<file path="src/rtl/ethernet_ipv4_csum_insert_if.sv">
// AXI4-Stream bundle used on both sides of the IPv4 checksum inserter.
// The master drives payload and valid. The slave drives ready.
interface ethernet_ipv4_csum_insert_if #(
  parameter int DATA_BYTES = 4
) ();
  logic [8*DATA_BYTES-1:0] tdata;
  logic [DATA_BYTES-1:0]   tstrb;
  logic                    tlast;
  logic                    tvalid;
  logic                    tready;

  modport master (output tdata, tstrb, tlast, tvalid, input tready);
  modport slave  (input tdata, tstrb, tlast, tvalid, output tready);
endinterface

</file>
<file path="src/rtl/ethernet_ipv4_csum_insert.sv">
// Buffers the first 9 beats of each frame and fills in the IPv4 header checksum
// (bytes 24-25) when the frame is option-less IPv4. The rest of the frame streams through.
module ethernet_ipv4_csum_insert #(
  parameter int C_AXIS_TDATA_NUM_BYTES = 4,  // only 4 is supported
  parameter int C_CSUM_ENABLE          = 1
) (
  input  logic                               AXIS_ACLK,
  input  logic                               AXIS_ARESETN,
  ethernet_ipv4_csum_insert_if.slave         s_axis,
  ethernet_ipv4_csum_insert_if.master        m_axis
);

  localparam int W  = 8 * C_AXIS_TDATA_NUM_BYTES;
  localparam int NB = 9;

  typedef enum logic [1:0] {COLLECT, CALC, DRAIN, STREAM} state_t;

  state_t                              state, state_nxt;
  logic [W-1:0]                        data_buf [NB];
  logic [C_AXIS_TDATA_NUM_BYTES-1:0]   strb_buf [NB];
  logic [3:0]                          wr_idx, rd_idx, beat_cnt;
  logic                                last_seen;
  logic [19:0]                         acc;
  logic [16:0]                         contrib;
  logic [16:0]                         fold1, fold2;
  logic [15:0]                         csum;
  logic                                eligible;
  logic                                s_accept;
  logic                                rd_last;
  logic                                collect_end;

  assign s_accept    = s_axis.tvalid && s_axis.tready;
  assign rd_last     = (rd_idx == beat_cnt - 4'd1);
  assign collect_end = s_axis.tlast || (wr_idx == 4'd8);

  // Big-endian header words carried by the incoming beat. Word 12 (the checksum field) is skipped.
  always_comb begin
    contrib = '0;
    case (wr_idx)
      4'd3:                contrib = {1'b0, s_axis.tdata[23:16], s_axis.tdata[31:24]};
      4'd4, 4'd5, 4'd7:    contrib = {1'b0, s_axis.tdata[7:0],   s_axis.tdata[15:8]}
                                   + {1'b0, s_axis.tdata[23:16], s_axis.tdata[31:24]};
      4'd6:                contrib = {1'b0, s_axis.tdata[23:16], s_axis.tdata[31:24]};
      4'd8:                contrib = {1'b0, s_axis.tdata[7:0],   s_axis.tdata[15:8]};
      default:             contrib = '0;
    endcase
  end

  // Two end-around-carry folds are enough for a 20-bit sum of nine 16-bit words.
  always_comb begin
    fold1 = {1'b0, acc[15:0]} + {13'd0, acc[19:16]};
    fold2 = {1'b0, fold1[15:0]} + {16'd0, fold1[16]};
    csum  = ~fold2[15:0];
  end

  assign eligible = (C_CSUM_ENABLE != 0)
                 && (data_buf[3][7:0]   == 8'h08)
                 && (data_buf[3][15:8]  == 8'h00)
                 && (data_buf[3][23:16] == 8'h45)
                 && (beat_cnt == 4'd9)
                 && (!last_seen || (strb_buf[8][1:0] == 2'b11));

  // NOTE: sequential state uses non-blocking assignments so every flop samples pre-edge values.
  always_ff @(posedge AXIS_ACLK or negedge AXIS_ARESETN) begin
    if (!AXIS_ARESETN) state <= COLLECT;
    else               state <= state_nxt;
  end

  // NOTE: every output of this block gets a default first, so no path can infer a latch.
  always_comb begin
    state_nxt     = state;
    s_axis.tready = 1'b0;
    m_axis.tvalid = 1'b0;
    m_axis.tdata  = '0;
    m_axis.tstrb  = '0;
    m_axis.tlast  = 1'b0;
    case (state)
      COLLECT: begin
        s_axis.tready = AXIS_ARESETN;
        if (s_axis.tvalid && collect_end) state_nxt = CALC;
      end
      CALC: state_nxt = DRAIN;
      DRAIN: begin
        m_axis.tvalid = 1'b1;
        m_axis.tdata  = data_buf[rd_idx];
        m_axis.tstrb  = strb_buf[rd_idx];
        m_axis.tlast  = last_seen && rd_last;
        if (m_axis.tready && rd_last) state_nxt = last_seen ? COLLECT : STREAM;
      end
      STREAM: begin
        m_axis.tvalid = s_axis.tvalid;
        m_axis.tdata  = s_axis.tdata;
        m_axis.tstrb  = s_axis.tstrb;
        m_axis.tlast  = s_axis.tlast;
        s_axis.tready = m_axis.tready;
        if (s_axis.tvalid && m_axis.tready && s_axis.tlast) state_nxt = COLLECT;
      end
      default: state_nxt = COLLECT;
    endcase
  end

  always_ff @(posedge AXIS_ACLK or negedge AXIS_ARESETN) begin
    if (!AXIS_ARESETN) begin
      wr_idx    <= '0;
      rd_idx    <= '0;
      beat_cnt  <= '0;
      last_seen <= 1'b0;
      acc       <= '0;
    end else begin
      case (state)
        COLLECT: if (s_accept) begin
          // Beat 0 restarts the sum, so nothing from the previous frame carries over.
          acc <= ((wr_idx == 4'd0) ? 20'd0 : acc) + {3'd0, contrib};
          if (collect_end) begin
            beat_cnt  <= wr_idx + 4'd1;
            last_seen <= s_axis.tlast;
            wr_idx    <= '0;
          end else begin
            wr_idx <= wr_idx + 4'd1;
          end
        end
        CALC:    rd_idx <= '0;
        DRAIN:   if (m_axis.tready) rd_idx <= rd_idx + 4'd1;
        default: ;
      endcase
    end
  end

  // NOTE: the frame buffer has no reset; its contents are only read after being written.
  always_ff @(posedge AXIS_ACLK) begin
    if (state == COLLECT && s_accept) begin
      data_buf[wr_idx] <= s_axis.tdata;
      strb_buf[wr_idx] <= s_axis.tstrb;
    end else if (state == CALC && eligible) begin
      data_buf[6][15:0] <= {csum[7:0], csum[15:8]};
    end
  end

endmodule

</file>
<file path="src/flat_wrapper.sv">
// flat-port wrapper written by rule: the top's interface ports become plain ports
module ethernet_ipv4_csum_insert_flat 
#(
  parameter int C_AXIS_TDATA_NUM_BYTES = 4,                        
  parameter int C_CSUM_ENABLE          = 1
)
  (AXIS_ACLK, AXIS_ARESETN, s_axis_tdata, s_axis_tstrb, s_axis_tlast, s_axis_tvalid, s_axis_tready, m_axis_tdata, m_axis_tstrb, m_axis_tlast, m_axis_tvalid, m_axis_tready);
  ethernet_ipv4_csum_insert_if #(.DATA_BYTES(4)) s_axis_i ();
  ethernet_ipv4_csum_insert_if #(.DATA_BYTES(4)) m_axis_i ();
  input  logic AXIS_ACLK;
  input  logic AXIS_ARESETN;
  input wire logic [$bits(s_axis_i.tdata)-1:0] s_axis_tdata;
  input wire logic [$bits(s_axis_i.tstrb)-1:0] s_axis_tstrb;
  input wire logic [$bits(s_axis_i.tlast)-1:0] s_axis_tlast;
  input wire logic [$bits(s_axis_i.tvalid)-1:0] s_axis_tvalid;
  output wire logic [$bits(s_axis_i.tready)-1:0] s_axis_tready;
  output wire logic [$bits(m_axis_i.tdata)-1:0] m_axis_tdata;
  output wire logic [$bits(m_axis_i.tstrb)-1:0] m_axis_tstrb;
  output wire logic [$bits(m_axis_i.tlast)-1:0] m_axis_tlast;
  output wire logic [$bits(m_axis_i.tvalid)-1:0] m_axis_tvalid;
  input wire logic [$bits(m_axis_i.tready)-1:0] m_axis_tready;
  assign s_axis_i.tdata = s_axis_tdata;
  assign s_axis_i.tstrb = s_axis_tstrb;
  assign s_axis_i.tlast = s_axis_tlast;
  assign s_axis_i.tvalid = s_axis_tvalid;
  assign s_axis_tready = s_axis_i.tready;
  assign m_axis_tdata = m_axis_i.tdata;
  assign m_axis_tstrb = m_axis_i.tstrb;
  assign m_axis_tlast = m_axis_i.tlast;
  assign m_axis_tvalid = m_axis_i.tvalid;
  assign m_axis_i.tready = m_axis_tready;
  ethernet_ipv4_csum_insert #(.C_AXIS_TDATA_NUM_BYTES(C_AXIS_TDATA_NUM_BYTES), .C_CSUM_ENABLE(C_CSUM_ENABLE)) u_core (.AXIS_ACLK(AXIS_ACLK), .AXIS_ARESETN(AXIS_ARESETN), .s_axis(s_axis_i), .m_axis(m_axis_i));
endmodule
</file>
<file path="config.mk">
export PLATFORM = sky130hd
export DESIGN_NAME = ethernet_ipv4_csum_insert_flat
export DESIGN_NICKNAME = d
export VERILOG_FILES = /design/src/rtl/ethernet_ipv4_csum_insert_if.sv /design/src/rtl/ethernet_ipv4_csum_insert.sv /design/src/flat_wrapper.sv
export SDC_FILE = /design/constraint.sdc
export NUM_CORES = 1
export LEC_CHECK = 0
export CAP_MARGIN = 20
export CORE_MARGIN = 1.5
export CORE_UTILIZATION = 35
export DETAILED_ROUTE_END_ITERATION = 10
export GPL_TIMING_DRIVEN = 0
export PLACE_DENSITY = 0.52
export SLEW_MARGIN = 20
export SYNTH_ARGS = -nofsm -noshare
export SYNTH_HDL_FRONTEND = slang
export SYNTH_SLANG_ARGS = --single-unit
</file>
<file path="constraint.sdc">
create_clock -name AXIS_ACLK -period 4.8 [get_ports AXIS_ACLK]
set_input_delay 0.96 -clock AXIS_ACLK [delete_from_list [all_inputs] [get_ports AXIS_ACLK]]
set_output_delay 0.96 -clock AXIS_ACLK [all_outputs]
set_load 0.02 [all_outputs]
</file>
==> results.md <==
- Num Clock Sinks: about 360
- Reg2reg end: u_core.acc[10]
- H-tree levels: 2
- Total track usage: 21.3%
- WL final: 53500 um
- Die area: around 50000 sq um
- Period utilization: approximately 100%
- Post-detail-place hpwl: about 38000 um
- Commonest non-fill, non-tap cell in the layout: edfxtp_1
- Synthesis-to-finish area growth: 18.8%
- Max-Cap Viols: 0
- CTS tree: done
- Initial antenna violation count: 0
- Num CTS Buffers: 40
- Synth warn: 0
- Worst-Margin Slew: between 1000 and 1500 ps
- Largest net degree at the start of global routing: 26
- Clk Latency, worst-skew pair: between 500 and 600 ps
- Crit path to: m_axis_tdata[16]
- Chip height: 226 um
- Main area contributors after synthesis: edfxtp_1, mux4_2, dfrtp_1
- Status: finished clean
- CTS Root Cell: clkbuf_16
- Fin. Hold Viols: 0
- TNS Setup: 0 ps
- Area of the multi-input gates: about 6600 sq um
- Kind of critical path: register to output pin
- Syn Area/Cell: approximately 14 sq um
- Slew headroom: approximately a quarter
- Vias in the first global route: between 10000 and 15000
- Post-synth ARST share: about a tenth
- FMAX: ~210 MHz
- Lkg Pwr: ~7.1 nW
- Power consumption: approximately 10 mW
- Endpoints failing setup: 0
- Sequential Area: between 10000 and 15000 sq um
- DR vias: approximately 11000
- Post-synth top area share: 55.8%
- Post-Syn Area: around 17000 sq um
- Fin nets: around 1400
- Die Width: 226 um
- DRC violations left: 0
- Synth unique cells: between 70 and 80
- Worst Hold Class: input pin to async pin
- Worst R2R Path Depth: 16
- CP Data Required Time: roughly 3800 ps
- Final worst slack: 9.60 ps
- Number of core rows: 81
- R2r setup slk: slightly below 300 ps
- Ant diodes: 0
- Routed WL per cell: about 26 um
- Overflow after GRT: 0
- Top FF cell, synth: edfxtp_1
- Post-Syn Instances: 1216
- CP Launch Point: u_core.rd_idx[2]
- Effective utilization at floorplan: approximately 36%
- GP Congestion: just under 0.9
- Port Buffers: just under 80
- Placed insts: approximately 2000
- Seq/Total Area, Yosys: 60.9%
- Peak supply drop: approximately 280 uV
- Pre-CTS setup slack: -1110 ps
- RSZ-0062 raised after global routing: false
- Critical Path End Type: output pin
- Antenna viol nets, final: 0
- Layout fillers: about 4600
- First DRT Iteration DRCs: about 1100
- Number of synthesized flops with an enable pin: between 300 and 400
- Worst-path maximum fanout: 10
- Clock tree buffer depth: 3
- PwrDens: between 400 and 500 nW/um^2
- Syn_nets: ~1300
- Clk_skew: 15.8 ps
- WP data arrival: 3830 ps
- Startpoint Class: register
- IO Pins: 80
- Most frequent cells in the layout: edfxtp_1, nand2_1, o21ai_0
- Synth area leader: edfxtp_1
- Fraction of layout cells with a size suffix above 1: around 16%
- Min cycle time layout: ~4800 ps
- Reg clk slew, reported paths: approximately 60 ps
- Reg2Reg Launch Point: u_core.wr_idx[1]
- Slew Viols, Final: 0
- CORE AREA: between 40000 and 50000 sq um
- #FFs+latches synth: between 300 and 400
- Drt pass-1 iters: 5
- Global-route wire length before repair: around 77000 um
- Non-Filler Instances: 2047
- Via-per-instance ratio: between 5 and 6
cell type report:
cell class,count,share of cell area [%]
clock buffer,56,5.37
clock inverter,17,0.913
inverter,17,0.308
sequential,359,51.2
tap,664,4.01
timing repair buffer,94,4.69
multi-input combinational,770,32.0
buffer,70,1.50
metal layers:
layer	part of all wire (%)	track usage (%)	up-vias
met2	46	33.9	410
met4	2.0	5.31	0
met3	7.0	3.38	66
li1	-	-	5046
met5	0	0	-
met1	45	30.5	5959
critical path, cell delays in order, from the launching register on:
cell,delay (ps)
dfrtp_1,370
buf_1,560
clkdlybuf4s15_2,630
mux4_2,290
mux2i_1,60
o21ai_0,460
a22o_1,270
clkdlybuf4s50_1,630
logic make-up (layout without fill, tap and decap cells):
family / after synthesis / in the layout / synth area share [%]
compound gates: 263 / 263 / 10.5
xor+xnor: 54 / 54 / 2.71
fa+ha+maj: 54 / 54 / 4.01
buf+inv: 87 / 254 / 2.05
flops: 359 / 359 / 60.9
mux: 115 / 115 / 11.8
simple gates: 284 / 284 / 8.04
power breakdown:
part	internal, mW	total (mW)	switching (mW)	leakage, nW
logic	1.27	3.09	1.82	3.08
registers	3.52	3.62	0.100	3.37
clock network	1.83	3.09	1.26	0.636
total	6.62	9.80	3.18	7.08
metrics by stage:
| step | area, sq um | utilization, % | hold slack, ps |
|---|---|---|---|
| 2_1_floorplan | 17400 | - | 459 |
| 3_3_place_gp | 19000 | 38.8 | 497 |
| 3_5_place_dp | 19300 | 39.4 | 493 |
| 4_1_cts | 20600 | 42.0 | 272 |
| 5_1_grt | 20700 | 42.2 | 304 |
| 6_report | 20700 | 42.2 | 293 |
cells in the mapped netlist (all sizes together), types with 16 or more instances:
| cell type | count |
|---|---|
| nor2 | 51 |
| xor2 | 21 |
| a21oi | 21 |
| buf | 30 |
| edfxtp | 324 |
| a22o | 36 |
| and2 | 37 |
| o21ai | 98 |
| inv | 17 |
| mux2i | 40 |
| nor3 | 18 |
| clkbuf | 40 |
| a21o | 16 |
| nand2 | 106 |
| xnor2 | 33 |
| dfrtp | 35 |
| ha | 51 |
| mux4 | 72 |
what timing repair did:
action / CTS / global route
pin swaps: 1 / 1
hold buffers: 0 / 0
setup endpoints to repair: 14 / 13
buffers inserted: 1 / 0
gates resized for setup: 12 / 37
flip-flops by register name, summed over array words and instances (netlist names):
| register | count |
|---|---|
| u_core.strb_buf | 36 |
| u_core.wr_idx | 4 |
| u_core.acc | 20 |
| u_core.beat_cnt | 4 |
| u_core.data_buf | 288 |
| u_core.last_seen | 1 |
| u_core.state | 2 |
| u_core.rd_idx | 4 |
worst min path at each step:
stage               slack [ps]           from  cells after the start        endpoint
floorplan                  460  u_core.acc[3]                      2   u_core.acc[3]
global placement           500  u_core.acc[2]                      2   u_core.acc[2]
detailed placement         490  u_core.acc[0]                      2   u_core.acc[0]
CTS                        270   AXIS_ARESETN                      1  u_core.acc[13]
global route               300   AXIS_ARESETN                      1  u_core.acc[13]
finish                     290   AXIS_ARESETN                      1  u_core.acc[13]
Power figures use the tool's default switching activity.
